<file path="src/rtl/seg_pkg.sv">
// seg_pkg: shared glyph table, blanking constant and width helper for the segment scanner
package seg_pkg;
  typedef logic [7:0] seg_t;
  localparam seg_t SEG_OFF = 8'h00;
  localparam logic [15:0][6:0] SEG_GLYPH = {
    7'h71, 7'h79, 7'h5E, 7'h39, 7'h7C, 7'h77, 7'h6F, 7'h7F,
    7'h07, 7'h7D, 7'h6D, 7'h66, 7'h4F, 7'h5B, 7'h06, 7'h3F
  };
  function automatic logic [6:0] seg_glyph(input logic [3:0] n);
    return SEG_GLYPH[n];
  endfunction
  function automatic int seg_cw(input int n);
    return (n > 1) ? $clog2(n) : 1;
  endfunction
endpackage

</file>
<file path="src/rtl/seg_scan_tick.sv">
// seg_scan_tick: per-digit slot counter and digit index with frame-boundary flag
module seg_scan_tick
  import seg_pkg::*;
#(
  parameter int SLOT = 50000,
  parameter int DIGITS = 8,
  localparam int SW = seg_cw(SLOT),
  localparam int IW = seg_cw(DIGITS)
) (
  input  logic          clk,
  input  logic          rst_n,
  output logic [SW-1:0] o_slot,
  output logic [IW-1:0] o_idx,
  output logic          o_frame
);
  logic [SW-1:0] r_slot;
  logic [IW-1:0] r_idx;
  logic w_swrap, w_iwrap;
  assign w_swrap = r_slot == SW'(SLOT - 1);
  assign w_iwrap = r_idx == IW'(DIGITS - 1);
  assign o_frame = w_swrap && w_iwrap;
  always_ff @(posedge clk or negedge rst_n)
    if (!rst_n) begin
      r_slot <= '0;
      r_idx  <= '0;
    end else begin
      r_slot <= w_swrap ? '0 : r_slot + SW'(1);
      if (w_swrap) r_idx <= w_iwrap ? '0 : r_idx + IW'(1);
    end
  assign o_slot = r_slot;
  assign o_idx  = r_idx;
endmodule

</file>
<file path="src/rtl/seg_scan_ctrl.sv">
// seg_scan_ctrl: multiplexed 7-segment scanner with frame-synchronous updates and PWM dimming.
// Define SEG_BLINK_EN to add the blink_mask port and a 2 Hz blink phase.
module seg_scan_ctrl
  import seg_pkg::*;
#(
  parameter int CLK_FREQ = 50_000_000,
  parameter int SCAN_FREQ = 1000,
  parameter int DIGITS = 8,
  parameter int SEL_ACT_HIGH = 1,
  parameter int SEG_ACT_LOW = 1
) (
  input  logic                  clk,
  input  logic                  rst_n,
`ifdef SEG_BLINK_EN
  input  logic [DIGITS-1:0]     blink_mask,
`endif
  input  logic [4*DIGITS-1:0]   disp_data,
  input  logic [DIGITS-1:0]     dp_in,
  input  logic [DIGITS-1:0]     digit_en,
  input  logic                  lz_supp,
  input  logic                  load,
  input  logic [3:0]            duty,
  output logic [DIGITS-1:0]     sel,
  output logic [7:0]            seg,
  output logic                  upd_done
);
  localparam int SLOT = CLK_FREQ / SCAN_FREQ;
  localparam int SW = seg_cw(SLOT);
  localparam int IW = seg_cw(DIGITS);
  localparam int PW = SW + 5;
  logic [SW-1:0] w_slot;
  logic [IW-1:0] w_idx;
  logic w_frame;
  logic [4*DIGITS-1:0] r_p_data, r_a_data;
  logic [DIGITS-1:0] r_p_dp, r_a_dp, r_p_en, r_a_en, r_sel;
  logic r_p_lz, r_a_lz, r_p_flag, r_upd;
  seg_t r_seg, w_seg;
  logic [DIGITS-1:0] w_lz, w_sel;
  logic [PW-1:0] w_lim;
  logic [3:0] w_nib;
  logic w_on, w_blank, w_blink, w_run;

  seg_scan_tick #(.SLOT(SLOT), .DIGITS(DIGITS)) u_tick (
    .clk    (clk),
    .rst_n  (rst_n),
    .o_slot (w_slot),
    .o_idx  (w_idx),
    .o_frame(w_frame)
  );

  // A load on the boundary cycle bypasses pending so it is not a frame late
  always_ff @(posedge clk or negedge rst_n)
    if (!rst_n) begin
      r_p_data <= '0;
      r_p_dp   <= '0;
      r_p_en   <= '0;
      r_p_lz   <= 1'b0;
      r_a_data <= '0;
      r_a_dp   <= '0;
      r_a_en   <= '0;
      r_a_lz   <= 1'b0;
      r_p_flag <= 1'b0;
      r_upd    <= 1'b0;
    end else begin
      if (load) begin
        r_p_data <= disp_data;
        r_p_dp   <= dp_in;
        r_p_en   <= digit_en;
        r_p_lz   <= lz_supp;
      end
      if (w_frame) begin
        r_a_data <= load ? disp_data : r_p_data;
        r_a_dp   <= load ? dp_in : r_p_dp;
        r_a_en   <= load ? digit_en : r_p_en;
        r_a_lz   <= load ? lz_supp : r_p_lz;
      end
      r_p_flag <= !w_frame && (r_p_flag || load);
      r_upd    <= w_frame && (r_p_flag || load);
    end

  // Disabled digits are transparent to the leading-zero run
  always_comb begin
    w_lz = '0;
    w_run = r_a_lz;
    for (int i = DIGITS - 1; i > 0; i--)
      if (r_a_en[i]) begin
        w_lz[i] = w_run && (r_a_data[4*i +: 4] == 4'h0) && !r_a_dp[i];
        w_run = w_lz[i];
      end
  end

`ifdef SEG_BLINK_EN
  localparam int BLINK = CLK_FREQ / 4;
  localparam int BW = seg_cw(BLINK);
  logic [BW-1:0] r_bcnt;
  logic r_bph;
  always_ff @(posedge clk or negedge rst_n)
    if (!rst_n) begin
      r_bcnt <= '0;
      r_bph  <= 1'b0;
    end else if (r_bcnt == BW'(BLINK - 1)) begin
      r_bcnt <= '0;
      r_bph  <= ~r_bph;
    end else
      r_bcnt <= r_bcnt + BW'(1);
  assign w_blink = r_bph && blink_mask[w_idx];
`else
  assign w_blink = 1'b0;
`endif

  assign w_lim   = PW'(((PW'(duty) + PW'(1)) * PW'(SLOT)) >> 4);
  assign w_on    = PW'(w_slot) < w_lim;
  assign w_nib   = r_a_data[4*w_idx +: 4];
  assign w_blank = !r_a_en[w_idx] || w_lz[w_idx] || w_blink;
  assign w_seg   = w_blank ? SEG_OFF : {r_a_dp[w_idx], seg_glyph(w_nib)};
  assign w_sel   = w_on ? DIGITS'(1) << w_idx : '0;

  always_ff @(posedge clk or negedge rst_n)
    if (!rst_n) begin
      r_sel <= (SEL_ACT_HIGH != 0) ? '0 : '1;
      r_seg <= (SEG_ACT_LOW != 0) ? ~SEG_OFF : SEG_OFF;
    end else begin
      r_sel <= (SEL_ACT_HIGH != 0) ? w_sel : ~w_sel;
      r_seg <= (SEG_ACT_LOW != 0) ? ~w_seg : w_seg;
    end

  assign sel      = r_sel;
  assign seg      = r_seg;
  assign upd_done = r_upd;
endmodule

</file>
<file path="config.mk">
export PLATFORM = sky130hd
export DESIGN_NAME = seg_scan_ctrl
export DESIGN_NICKNAME = d
export VERILOG_FILES = /design/src/rtl/seg_pkg.sv /design/src/rtl/seg_scan_tick.sv /design/src/rtl/seg_scan_ctrl.sv
export SDC_FILE = /design/constraint.sdc
export NUM_CORES = 1
export LEC_CHECK = 0
export BUFFER_PORTS_ARGS = -buffer_cell sky130_fd_sc_hd__buf_2
export CAP_MARGIN = 20
export CORE_MARGIN = 2
export CORE_UTILIZATION = 48
export DETAILED_ROUTE_END_ITERATION = 8
export GPL_TIMING_DRIVEN = 0
export PLACE_DENSITY_LB_ADDON = 0.15
export SETUP_SLACK_MARGIN = 0.02
export SYNTH_ARGS = -nofsm -noshare
export SYNTH_HDL_FRONTEND = slang
export SYNTH_HIERARCHICAL = 1
export SYNTH_SLANG_ARGS = --single-unit
export TNS_END_PERCENT = 10
</file>
<file path="constraint.sdc">
create_clock -name clk -period 4.4 [get_ports clk]
set_input_delay 0.88 -clock clk [delete_from_list [all_inputs] [get_ports clk]]
set_output_delay 0.88 -clock clk [all_outputs]
set_load 0.1 [all_outputs]
</file>
Yosys cells after proc, flatten, opt, wreduce, memory -nomap -nowiden
Memories as Yosys holds them, arrays and structs flattened.
Index checks and enable logic that the tools add are counted.
Widths: inputs -> output; s select.
Cells by class
  bitwise operators: 1
  eq/ne operators: 2
  multiplexer cells: 28
  $lt $le $gt $ge: 3
  $add $sub $neg: 3
  multiply operators: 1
  shifts and indexed selects: 2
  reduce and logical (&&, ||, !) cells: 35
Operators by type and width (number)
  $mux 32: 1
  $mux 8: 4
  $shiftx 32x6->4: 1
  $logic_not 4->1: 7
  $logic_and 1x1->1: 17
  $lt 16x17->1: 1
  $mul 5x12->17 const B: 1
  $mux 1: 17
  $add 16x1->16 const B: 1
  $eq 16x16->1 const B: 1
  $mux 16: 1
  $bmux 1 s3: 3
  $logic_not 1->1: 9
  $not 8->8: 1
  $shl 1x3->8 const A: 1
  $mux 7: 1
  $add 4x1->5 const B: 1
  $lt 4x5->1 const B: 1
  $lt 3x4->1 const B: 1
  $add 3x1->3 const B: 1
  $eq 3x3->1 const B: 1
  $mux 3: 1
  $logic_or 1x1->1: 2
Word-level totals
  memories: 1
  ROM bits: 112
  output and inout port bits: 17
  logic and storage cells: 90
  bits of input ports: 56
  bits in registers: 135
Memory list
  (name not given): depth 16, bits a word 7, read ports 1, clocked after Yosys merged registers in 0, wr ports 0, line seg_pkg.sv:10  | return SEG_GLYPH[n];

Longest topological paths before layout
Gate-level depths: netlist of the first run.
  depth after elaboration: 27
  mapped depth: 19
  depth with buffers taken out: 19

Modules after synthesis
The synthesis of the first run kept the hierarchy.
By module, submodules not included
  seg_scan_ctrl: cells an instance 498, sequential area each 2912.8 µm², area each 6334.8 µm², instances 1
  seg_scan_tick: cells an instance 80, sequential area each 475.5 µm², area each 895.9 µm², instances 1

Worst setup path before layout of the first run
OpenSTA, ideal clock, no wires.
  kind: input port to flip-flop
  start: in duty[0]
  end: reg r_sel[0] (netlist: sel[0])
  setup slack: -0.631 ns
  buffers on the path: 0
  required time: 4.275 ns
  setup time: 0.125 ns
  stages on the path: 19
  data arrival time: 4.906 ns
  path through: ha_1 xor2_1 ha_1 inv_1 fa_1 inv_1 ha_1 ha_1 and3b_1 o221ai_1 a2111oi_0 o21ai_0 xor2_1 ha_1 a22oi_1 nand2_1 a211oi_1 o21ai_1 a2111oi_0
Between the ends
  longest elaborated chain between the ends: 4
RTL lines
  start: declaration: line seg_scan_ctrl.sv:22  | input logic [3:0] duty,
  $add 4x1->5: line seg_scan_ctrl.sv:111  | assign w_lim = PW'(((PW'(duty) + PW'(1)) * PW'(SLOT)) >> 4);
  $mul 5x12->17: line seg_scan_ctrl.sv:111
  $lt 16x17->1: line seg_scan_ctrl.sv:112  | assign w_on = PW'(w_slot) < w_lim;
  $mux 8: line seg_scan_ctrl.sv:116  | assign w_sel = w_on ? DIGITS'(1) << w_idx : '0;
  net w_sel[0]: line seg_scan_ctrl.sv:38  | logic [DIGITS-1:0] w_lz, w_sel;
  end signal: assignment: line seg_scan_ctrl.sv:120  | r_sel <= (SEL_ACT_HIGH != 0) ? '0 : '1;
  end signal: assignment: line seg_scan_ctrl.sv:123  | r_sel <= (SEL_ACT_HIGH != 0) ? w_sel : ~w_sel;
  end: declaration: line seg_scan_ctrl.sv:35  | logic [DIGITS-1:0] r_p_dp, r_a_dp, r_p_en, r_a_en, r_sel;
The timed path passes the listed nets, and every way through them passes these cells.
A chain may end at the register's enable or synchronous reset.

Worst setup path after layout of the first run
Ends and elaborated chain as after synthesis.

==> results of run 1 <==
## logic make-up (layout without fill, tap and decap cells)
family	Yosys count	count (layout)
multiplexers	124	124
buffers and inverters	45	157
XOR/XNOR	26	26
adder cells (fa/ha/maj)	55	55
flip-flops	135	135
AND/OR/NAND/NOR	115	115
AO/OA/AOI/OAI	78	78
## area by class of cell
class | count | area share
sequential | 135 | 0.383
timing repair buffer | 81 | 0.0547
buffer | 19 | 0.0113
inverter | 26 | 0.0115
clock buffer | 20 | 0.0505
tap | 184 | 0.0260
clock inverter | 11 | 0.0170
multi-input combinational | 398 | 0.446
## power by group through the flow
stage	registers, mW	logic, mW	clock network, mW
global placement	1.32	0.416	0
finish	1.30	0.505	1.44
global route	1.30	0.564	1.51
detailed placement	1.32	0.433	0
floorplan	1.32	0.300	0
CTS	1.30	0.496	1.46
## worst reg2reg max path: stages (launching register included)
cell and delay (ns):
dfrtp_1 0.43, ha_1 0.23, nand3_1 0.31, nor4_4 0.54
buf_6 0.20, and2_1 0.14, clkbuf_1 0.27, clkbuf_1 0.56
mux2_2 0.42
## what timing repair did
action / 4_1_cts / 5_1_grt
resized for setup: 50 / 5
pin swaps: 11 / 5
buffers inserted: 8 / 1
endpoints found under the setup margin: 8 / 8
cloned: 0 / 0
## sequential cells by signal, summed over array words and instances, names as in the netlist
signal and cells:
r_p_lz 1, r_p_data 32, seg 8, r_a_en 8, r_a_lz 1, r_p_flag 1
r_p_dp 8, u_tick/o_idx 3, r_a_data 32, r_p_en 8, upd_done 1, r_a_dp 8
sel 8, u_tick/o_slot 16
## placed cells by master (no fill, tap or decap), types with 11 or more instances in the layout
master	instances
clkbuf_16	17
a21oi_1	14
ha_1	46
mux4_2	11
clkbuf_1	14
o21ai_0	11
inv_1	21
mux2_2	103
nand2_1	26
nor2_1	30
xor2_1	11
buf_2	69
nor3_1	13
xnor2_1	13
dfrtp_1	127
## metal layers
layer | up-vias | global-route usage | part of all wire
li1 | 2327 | - | -
met1 | 2471 | 0.264 | 0.43
met2 | 110 | 0.358 | 0.51
met3 | 40 | 0.0371 | 0.030
met4 | 0 | 0.0963 | 0.034
met5 | - | 0 | 0
## cells in the mapped netlist (2+ instances only)
cell       count
or3_1          5
buf_6          3
buf_2          2
xnor2_1       14
ha_1          53
fa_1           2
mux2i_1        5
and3_1         3
dfrtp_1      127
o211ai_1       4
inv_1         25
mux2_1         3
a221oi_1       4
a211oi_1       3
and2_1         2
dfstp_2        8
xor2_1        12
nor4b_1        2
nand3_1        9
nand4_1        5
o21ai_0       12
a21oi_1       14
mux2i_4        2
nor2_1        30
o21ai_1        6
nor2b_1        5
clkbuf_1      12
nor4_1         3
mux2_2       103
a2111oi_0      8
mux4_2        11
nand2_1       26
nand3b_1       2
a31oi_1        4
o21a_1         4
a22oi_1        3
nor3_1        14
## per-stage QoR
stage / power (mW) / cell area, sq um / setup TNS (ns)
2_1_floorplan: 1.62 / 7280 / -3.12
3_3_place_gp: 1.73 / 7860 / -8.86
3_5_place_dp: 1.75 / 7900 / -9.28
4_1_cts: 3.25 / 8790 / -1.67
5_1_grt: 3.38 / 8850 / -3.76
6_report: 3.24 / 8850 / -2.01
## final timing paths
check | from | to | depth (start not counted)
max | duty[0] | sel[0]$_DFF_PN0_ | 19
min | rst_n | r_p_data[8]$_DFF_PN0_ | 1
max reg2reg | u_tick/o_slot[0]$_DFF_PN0_ | r_a_data[11]$_DFFE_PN0P_ | 8
min reg2reg | r_p_flag$_DFF_PN0_ | r_p_flag$_DFF_PN0_ | 2
max in group asynchronous | rst_n | seg[3]$_DFF_PN1_ | 2
min in group clk | r_p_flag$_DFF_PN0_ | r_p_flag$_DFF_PN0_ | 2
==> summary.md, run 1 <==
| Metric | Value |
|---|---|
| Number of sinks on the clock net | 135 |
| Worst-case headroom to the max-slew limit | 0.511 |
| Initial antenna violation count | 0 |
| Width of the die | between 100 and 150 um |
| Core Util, Final | 0.604 |
| Top cell family by delay on the critical path | adder cells |
| Proportion of layout cells with a drive suffix above 1 | 0.409 |
| Cell type with the largest total area after synthesis | dfrtp_1 |
| Share of the synthesized area in the top cell type | 0.440 |
| Number of H-tree levels | 4 |
| Number of global-route vias before repair | ~5200 |
| Worst Clk Skew | 0.0113 ns |
| Final hold viol count | 0 |
| Clock Power Share | 0.444 |
| Number of buffers created by CTS | 17 |
| Port-buffer cells | 71 |
| Top area cells in the synthesized netlist | dfrtp_1 (44%), mux2_2 (16%), ha_1 (9.2%) |
| Number of design rule violations left after detail routing | 0 |
| Clock slew at the register clock pins of the worst setup and hold paths | 0.06 ns |
| Maximum clock frequency | about 0.21 GHz |
| Cell area power density | 367 nW/um^2 |
| Core footprint | roughly 15000 sq um |
| Insertion delay to the later sink of the worst-skew pair | roughly 0.42 ns |
| Top-level port count | 73 |
| Count of non-filler cells in the finished layout | 874 |
| Failing checks | negative setup slack |
| Number of flip-flops and latches in the synthesized netlist | ~140 |
| Nets | 789 |
| Peak fanout along the critical path | 8 |
| Diodes inserted | 0 |
| Clock Tree Root | clkbuf_16 |
| Number of slew-limit violations in the final report | 0 |
| Maximum number of pins on one net before global-route repair | 83 |
| Row Count | 44 |
| Gpl congestion | about 0.94 |
| Most common cell on crit path | ha_4 |
| First-pass detailed-route iteration total | 5 |
| Initial Util | 0.494 |
| Worst path bufs/invs | 4 |
| Warnings, synthesis | 6 |
| CP Capture Type | register |
| Distinct cells, synth | 65 |
| Basic-gate share of the synthesized area counting and, or, nand and nor cells | 0.0851 |
| Sequential power share | 0.400 |
| Result of the run | finished, violations left |
| Post-synth EDFFs | 0 |
| Max-cap violations | 0 |
| Setup repair after global routing missed its margin | true |
| Register-to-register setup slack | between 1 and 1.5 ns |
| Cell with the biggest individual delay on the critical path | fa_1 |
| Startpoint class of the critical path | primary input |
| Syn avg cell area | roughly 13 sq um |
| Dpl hpwl | 11700 um |
| Xor and xnor fraction of the mapped netlist area | 0.0315 |
| Number of hold buffers added after CTS | 0 |
| Power spent charging and discharging nets | about 0.83 mW |
| Maximum buffer depth of the clock tree | 2 |
| Category of the most critical setup path | primary input to register |
| Compound-gate portion of the synthesized area | 0.0777 |
| Cell Int Power | between 2 and 2.5 mW |
| Sequential standard cell area | between 3000 and 4000 sq um |
| Final worst setup slack | -0.277 ns |
| Critical Path, Cell by Cell | buf_12 -> clkinvlp_4 -> ha_4 -> inv_1 -> fa_1 -> inv_2 -> ha_4 -> ha_4 -> and3b_2 -> o221ai_4 -> a2111oi_4 -> o21ai_1 -> xor2_1 -> ha_1 -> a22oi_1 -> nand2_1 -> a211oi_2 -> o21ai_4 -> a2111oi_4 |
| Dominant combinational cell family by area after synthesis | multiplexers |
| Combinational Power Share | 0.156 |
| Die outline height | 127 um |
| Antenna violation net count after detailed routing | 0 |
| Async SR Flop Fraction | 1.00 |
| Path class of the lowest-slack min-delay path | primary input to async pin |
| DR WL/cell | about 18 um |
| Total detailed-routing wirelength | roughly 16000 um |
| Starting DRC count in detailed routing | between 200 and 250 |
| Required time reported for the critical path endpoint | 4.72 ns |
| Total Die Area | roughly 16000 sq um |
| Area growth from synthesis to layout | 22.4% |
| Switching share of power | 0.255 |
| Filler cell count | around 1200 |
| Crit path arrival time | between 4 and 5 ns |
| Remaining Overflow, GRT | 0 |
| Worst slack at placement | -1.26 ns |
| Worst slew pin tran | roughly 0.73 ns |
| Gate Count Post-Synth | around 580 |
| Multi-input gate area in the final layout | 3950 sq um |
| Detail-routed via count per cell | between 5 and 6 |
| Total nets after synthesis | between 600 and 700 |
| Share of the clock period used by the worst path after layout | 1.06 |
| TritonCTS clock tree | yes |
| Seq/Total Area, Yosys | 0.469 |
| Slowest Stage Delay on Critical Path | 0.54 ns |
| Worst voltage drop across the vdd grid | between 0.3 and 0.4 mV |
| Tot GR Track Use | 0.210 |
| Final count of negative-setup-slack endpoints | 8 |
| Worst hold slack | between 0.4 and 0.5 ns |
| Synth Flop Type | dfrtp_1 |
| First-pass GRT wire length | 26400 um |
| Multiplexer share of the synthesized area | 0.212 |
| Arithmetic-cell share of the synthesized area counting full adders, half adders and majority gates | 0.0972 |
| P_leak | between 4 and 5 nW |
| Via count | just under 5000 |
| Post-layout minimum cycle time | 4.68 ns |
| Cell area after synthesis | ~7200 sq um |
| Placed cell count | between 800 and 900 |
Note: power is estimated with default switching activity, not from simulation.
==> inputs of run 2 (changes only) <==
--- a/config.mk
+++ b/config.mk
@@ -5,11 +5,11 @@
 export SDC_FILE = /design/constraint.sdc
 export NUM_CORES = 1
 export LEC_CHECK = 0
-export BUFFER_PORTS_ARGS = -buffer_cell sky130_fd_sc_hd__buf_2
 export CAP_MARGIN = 20
 export CORE_MARGIN = 2
 export CORE_UTILIZATION = 48
 export DETAILED_ROUTE_END_ITERATION = 8
+export DONT_BUFFER_PORTS = 1
 export GPL_TIMING_DRIVEN = 0
 export PLACE_DENSITY_LB_ADDON = 0.15
 export SETUP_SLACK_MARGIN = 0.02
==> run 2 against run 1 <==
The run still ends with negative setup slack left. Sequential power is essentially flat. Worst setup slack improved by 0.018 ns. Routed wire length shrank 3.0%. Critical path type unchanged. Non-clock buffer count is 71 lower. Largest cell class unchanged. Largest power group unchanged. Global-route usage decreased by 0.47 points. Cell count decreased by 7.9%. Clock skew up 0.0028 ns. Via count fell by 5.1%. Cell area decreased by 5.0%. Sequential share of layout area rose by 2.0 points.
==> summary.md, run 2 (same netlist as run 1, synthesis figures left out) <==
| Metric | Value |
|---|---|
| Maximum buffer depth of the clock tree | 2 (unchanged) |
| Antenna violation net count after detailed routing | 0 (unchanged) |
| Maximum number of pins on one net before global-route repair | 136 (was 83) |
| Initial Util | 0.494 (unchanged) |
| Remaining Overflow, GRT | 0 (unchanged) |
| Required time reported for the critical path endpoint | 4.70 ns (was 4.72 ns) |
| Worst slew pin tran | 0.902 ns (was 0.734 ns) |
| Nets | 718 (was 789) |
| Number of sinks on the clock net | 135 (unchanged) |
| Peak fanout along the critical path | 8 (unchanged) |
| Top cell family by delay on the critical path | adder cells (unchanged) |
| First-pass GRT wire length | 25700 um (was 26400 um) |
| Cell with the biggest individual delay on the critical path | fa_1 (unchanged) |
| Startpoint of the most critical register-to-register path | u_tick/o_slot[10]$_DFF_PN0_ (was u_tick/o_slot[0]$_DFF_PN0_) |
| Multi-input gate area in the final layout | 3930 sq um (was 3950 sq um) |
| First-pass detailed-route iteration total | 4 (was 5) |
| Crit path arrival time | 4.96 ns (was 4.99 ns) |
| Number of slew-limit violations in the final report | 0 (unchanged) |
| Share of the clock period used by the worst path after layout | 1.06 (about the same) |
| Critical Path, Cell by Cell | ha_4 -> xor2_4 -> ha_4 -> inv_2 -> fa_1 -> inv_2 -> ha_4 -> ha_4 -> and3b_2 -> o221ai_4 -> a2111oi_4 -> o21ai_2 -> xor2_1 -> ha_1 -> a22oi_2 -> nand2_1 -> a211oi_2 -> o21ai_4 -> a2111oi_4 (was buf_12 -> clkinvlp_4 -> ha_4 -> inv_1 -> fa_1 -> inv_2 -> ha_4 -> ha_4 -> and3b_2 -> o221ai_4 -> a2111oi_4 -> o21ai_1 -> xor2_1 -> ha_1 -> a22oi_1 -> nand2_1 -> a211oi_2 -> o21ai_4 -> a2111oi_4) |
| Via count | 4696 (was 4948) |
| Area growth from synthesis to layout | 16.3% (was 22.4%) |
| Most common cell on crit path | ha_4 (unchanged) |
| Worst Clk Skew | 0.0142 ns (was 0.0113 ns) |
| Worst path bufs/invs | 2 (was 4) |
| Count of non-filler cells in the finished layout | 805 (was 874) |
| Final hold viol count | 0 (unchanged) |
| Failing checks | negative setup slack (unchanged) |
| Cell area power density | 370 nW/um^2 (was 367 nW/um^2) |
| Number of buffers created by CTS | 17 (unchanged) |
| Width of the die | 127 um (unchanged) |
| Most common cell after layout, fill and taps aside | dfrtp_1 (unchanged) |
| Path class of the lowest-slack min-delay path | primary input to async pin (unchanged) |
| Core footprint | 14600 sq um (unchanged) |
| Insertion delay to the later sink of the worst-skew pair | 0.42 ns (about the same) |
| Sequential standard cell area | 3390 sq um (unchanged) |
| Commonest non-fill, non-tap cells in the layout | dfrtp_1 (127), mux2_2 (103), ha_1 (46) (was dfrtp_1 (127), mux2_2 (103), buf_2 (69)) |
| Number of global-route vias before repair | 4911 (was 5215) |
| Row Count | 44 (unchanged) |
| Number of H-tree levels | 4 (unchanged) |
| Setup repair after global routing missed its margin | true (unchanged) |
| Port-buffer cells | 0 (was 71) |
| CP Capture Type | register (unchanged) |
| Detail-routed via count per cell | 5.83 (was 5.66) |
| Top-level port count | 73 (unchanged) |
| Clock slew at the register clock pins of the worst setup and hold paths | 0.06 ns (about the same) |
| Post-layout minimum cycle time | 4.66 ns (was 4.68 ns) |
| Gpl congestion | 0.858 (was 0.939) |
| Final count of negative-setup-slack endpoints | 8 (unchanged) |
| Die outline height | 127 um (unchanged) |
| DR WL/cell | 19.4 um (was 18.5 um) |
| Slowest Stage Delay on Critical Path | 0.51 ns (was 0.54 ns) |
| Clock Tree Root | clkbuf_16 (unchanged) |
| Initial antenna violation count | 1 (was 0) |
| Total Die Area | 16100 sq um (unchanged) |
| Worst voltage drop across the vdd grid | 0.352 mV (was 0.321 mV) |
| Result of the run | finished, violations left (unchanged) |
| Final worst setup slack | -0.259 ns (was -0.277 ns) |
| Starting DRC count in detailed routing | 228 (was 246) |
| P_leak | 3.74 nW (was 4.05 nW) |
| Dpl hpwl | 11400 um (was 11700 um) |
| Proportion of layout cells with a drive suffix above 1 | 0.342 (was 0.409) |
| Worst-case headroom to the max-slew limit | 0.399 (was 0.511) |
| Total detailed-routing wirelength | 15700 um (was 16100 um) |
| Max-cap violations | 0 (unchanged) |
| TritonCTS clock tree | yes (unchanged) |
| Number of design rule violations left after detail routing | 0 (unchanged) |
| Core Util, Final | 0.574 (was 0.604) |
| Startpoint class of the critical path | primary input (unchanged) |
| Startpoint of the worst setup timing path | duty[0] (unchanged) |
| Category of the most critical setup path | primary input to register (unchanged) |
| Placed cell count | 762 (was 834) |
| Tot GR Track Use | 0.206 (was 0.210) |
| Filler cell count | 1177 (was 1151) |
| Maximum clock frequency | 0.215 GHz (was 0.214 GHz) |
==> run 2: cell count changes in the layout (fill, tap and decap cells not counted), moves of 2 or more <==
cell / delta
inv_6: +5
clkinv_2: -2
buf_2: -67
buf_6: -2
bufinv_16: -2
==> run 2: where the power goes <==
part | internal (mW) | total [mW] | switching, mW | leakage [nW]
Clock | 0.809 | 1.37 | 0.564 | 0.278
Combinational | 0.200 | 0.440 | 0.240 | 1.74
Sequential | 1.29 | 1.30 | 0.0110 | 1.72
Total | 2.30 | 3.11 | 0.815 | 3.74
==> run 2: area by class of cell <==
class / count / area share
well taps: 184 / 0.0274
flip-flops and latches: 135 / 0.403
repair buffers: 10 / 0.00938
plain buffers: 19 / 0.0119
clock buffers: 19 / 0.0527
clock inverters: 13 / 0.0161
diodes: 1 / 0.000298
multi-input cells: 398 / 0.467
inverters: 26 / 0.0121
==> run 2: per-stage QoR <==
stage	setup TNS [ns]	setup WS (ns)	hold WS, ns	power, mW	cell area, sq um
2_1_floorplan	-3.12	-0.436	0.447	1.62	7280
3_3_place_gp	-7.62	-1.05	0.464	1.68	7510
3_5_place_dp	-8.09	-1.14	0.471	1.70	7510
4_1_cts	-1.28	-0.186	0.152	3.11	8260
5_1_grt	-3.55	-0.498	0.138	3.26	8400
6_report	-1.51	-0.259	0.162	3.11	8410
==> run 2: path summary, 6_finish.rpt <==
path | endpoint | slack, ns | cells past startpoint
min | r_p_data[14]$_DFF_PN0_ | 0.16 | 0
max reg2reg | r_a_en[7]$_DFFE_PN0P_ | 1.24 | 7
min reg2reg | r_p_flag$_DFF_PN0_ | 0.48 | 2
min in group clk | r_p_flag$_DFF_PN0_ | 0.48 | 2
max | sel[1]$_DFF_PN0_ | -0.26 | 19
max in group asynchronous | seg[4]$_DFF_PN1_ | 3.95 | 0
==> run 2: layer usage <==
layer  track usage  up-vias  part of all wire
met5             0        -                 0
met4        0.0756        0             0.025
met3        0.0472       28             0.036
met2         0.349      101              0.51
met1         0.259     2377              0.43
li1              -     2190                 -
==> run 2: timing repair <==
item                                    in CTS  in global routing
hold buffers                                 0                  0
buffers inserted                             3                  7
pin swaps                                    5                 12
resized for setup                           31                 13
endpoints found under the setup margin       8                  8
==> inputs of run 3 (changes only) <==
==> constraint.sdc (replaced) <==
create_clock -name clk -period 5.75 [get_ports clk]
set_input_delay 1.15 -clock clk [delete_from_list [all_inputs] [get_ports clk]]
set_output_delay 1.15 -clock clk [all_outputs]
set_load 0.1 [all_outputs]
==> run 3 against run 2 <==
The run now ends clean. Critical path depth stayed put. Core utilization is 2.3 points lower. Register-to-register slack better by 1.4 ns. Global-route usage is 0.32 points lower. First-iteration DRC count is 6.1% lower. Cell area is 4.0% lower. Via count is 2.7% lower. Routed wire length is 3.5% lower. Clock skew is 0.0044 ns lower. Largest power group unchanged.
==> summary.md, run 3 (same netlist as run 1, synthesis figures left out) <==
| Metric | Value |
|---|---|
| Result of the run | finished clean (was finished, violations left) |
| Clock Tree Root | clkbuf_16 (unchanged) |
| Post CTS Setup Buffer Count | 0 (was 3) |
| Clock slew at the register clock pins of the worst setup and hold paths | 0.06 ns (about the same) |
| First-pass GRT wire length | 25000 um (was 25700 um) |
| Detail-routed via count per cell | 5.76 (was 5.83) |
| Final worst setup slack | 0.307 ns (was -0.259 ns) |
| Path class of the lowest-slack min-delay path | primary input to async pin (unchanged) |
| Number of buffers created by CTS | 17 (unchanged) |
| Area growth from synthesis to layout | 11.6% (was 16.3%) |
| Gpl congestion | 0.902 (was 0.858) |
| Die outline height | 127 um (unchanged) |
| Count of non-filler cells in the finished layout | 794 (was 805) |
| Core footprint | 14600 sq um (unchanged) |
| Worst hold slack | 0.441 ns (was 0.162 ns) |
| Startpoint class of the critical path | primary input (unchanged) |
| Worst slack at placement | -0.304 ns (was -1.14 ns) |
| Tot GR Track Use | 0.202 (was 0.206) |
| Worst voltage drop across the vdd grid | 0.236 mV (was 0.352 mV) |
| Number of design rule violations left after detail routing | 0 (unchanged) |
| Proportion of layout cells with a drive suffix above 1 | 0.285 (was 0.342) |
| Number of sinks on the clock net | 135 (unchanged) |
| Commonest non-fill, non-tap cells in the layout | dfrtp_1 (127), mux2_2 (103), ha_1 (53) (was dfrtp_1 (127), mux2_2 (103), ha_1 (46)) |
| CP Capture Type | register (unchanged) |
| Maximum clock frequency | 0.184 GHz |
| Starting DRC count in detailed routing | 214 (was 228) |
| Via count | 4571 (was 4696) |
| Initial Util | 0.494 (unchanged) |
| P_leak | 3.69 nW (was 3.74 nW) |
| Number of slew-limit violations in the final report | 0 (unchanged) |
| Final hold viol count | 0 (unchanged) |
| Final count of negative-setup-slack endpoints | 0 (was 8) |
| Maximum number of pins on one net before global-route repair | 136 (unchanged) |
| Total detailed-routing wirelength | 15100 um (was 15700 um) |
| Worst-case headroom to the max-slew limit | 0.372 (was 0.399) |
| Nets | 708 (was 718) |
| Setup repair after global routing missed its margin | false (was true) |
| Setup_tns | 0 ns (was -1.51 ns) |
| TritonCTS clock tree | yes (unchanged) |
| Share of the clock period used by the worst path after layout | 0.947 |
| DR WL/cell | 19.0 um (was 19.4 um) |
| Width of the die | 127 um (unchanged) |
| Placed cell count | 762 (unchanged) |
| First-pass detailed-route iteration total | 4 (unchanged) |
| Number of global-route vias before repair | 4828 (was 4911) |
| Port-buffer cells | 0 (unchanged) |
| Row Count | 44 (unchanged) |
| Overall power | 2.36 mW (was 3.11 mW) |
| Worst slew pin tran | 0.943 ns (was 0.902 ns) |
| Most common cell after layout, fill and taps aside | dfrtp_1 (unchanged) |
| Max-cap violations | 0 (unchanged) |
| Antenna violation net count after detailed routing | 0 (unchanged) |
| Cell area power density | 292 nW/um^2 (was 370 nW/um^2) |
| Required time reported for the critical path endpoint | 6.02 ns (was 4.70 ns) |
| Diodes inserted | 0 (was 1) |
| Peak fanout along the critical path | 8 (unchanged) |
| Category of the most critical setup path | primary input to register (unchanged) |
| Top-level port count | 73 (unchanged) |
| Worst Clk Skew | 0.00980 ns (was 0.0142 ns) |
| Initial antenna violation count | 0 (was 1) |
| Post-layout minimum cycle time | roughly 5.4 ns |
| Maximum buffer depth of the clock tree | 2 (unchanged) |
| Remaining Overflow, GRT | 0 (unchanged) |
| Crit path arrival time | 5.71 ns (was 4.96 ns) |
| Number of H-tree levels | 4 (unchanged) |
| Total Die Area | 16100 sq um (unchanged) |
| Insertion delay to the later sink of the worst-skew pair | 0.41 ns (was 0.42 ns) |
| Dpl hpwl | 11400 um (about the same) |
run 3: worst paths after layout:
| path | from | slack, ns | endpoint | cells after the start |
|---|---|---|---|---|
| hold reg to reg | r_p_flag$_DFF_PN0_ | 0.47 | r_p_flag$_DFF_PN0_ | 2 |
| min in group clk | r_p_flag$_DFF_PN0_ | 0.47 | r_p_flag$_DFF_PN0_ | 2 |
| max in group asynchronous | rst_n | 5.09 | r_a_en[0]$_DFFE_PN0P_ | 0 |
| hold / removal | rst_n | 0.44 | u_tick/o_slot[13]$_DFF_PN0_ | 0 |
| setup reg to reg | u_tick/o_slot[10]$_DFF_PN0_ | 2.61 | r_a_data[8]$_DFFE_PN0P_ | 7 |
| setup / recovery | duty[0] | 0.31 | sel[5]$_DFF_PN0_ | 19 |
run 3: cell type report:
cell class	instances	area (sq um)
buffer	19	100
clock buffer	18	429
clock inverter	14	163
fill	1188	6580
inverter	26	97.6
multi-input combinational	398	3660
sequential	135	3390
tap	184	230
run 3: report_power, final:
group / internal, mW / leakage [nW] / switching, mW
Clock: 0.650 / 0.289 / 0.431
Sequential: 0.984 / 1.72 / 0.00885
Combinational: 0.125 / 1.68 / 0.156
run 3: metrics by stage:
step	area [sq um]	util
6_report	8070	0.551
4_1_cts	8050	0.550
3_3_place_gp	7460	0.509
2_1_floorplan	7230	-
5_1_grt	8070	0.551
3_5_place_dp	7460	0.509
run 3: worst max-delay path, cell delays in order:
cell,delay (ns)
ha_1,0.21
xor2_2,0.25
ha_1,0.22
inv_1,0.05
fa_1,0.48
inv_1,0.05
ha_1,0.27
ha_1,0.35
and3b_1,0.21
o221ai_1,0.22
a2111oi_0,0.43
o21ai_0,0.15
xor2_1,0.17
ha_1,0.30
a22oi_1,0.17
nand2_1,0.09
a211oi_1,0.20
o21ai_1,0.26
a2111oi_0,0.48
run 3: routing by layer:
layer  global-route usage  wire length, um
met3               0.0645              637
met1                0.243             6350
met4               0.0685              337
met2                0.347             7780
met5                    0                0
run 3: what timing repair did:
action                     CTS  global route
hold buffers                 0             0
resized for setup            0             4
setup endpoints to repair    0             5
hold endpoints to repair     0             0
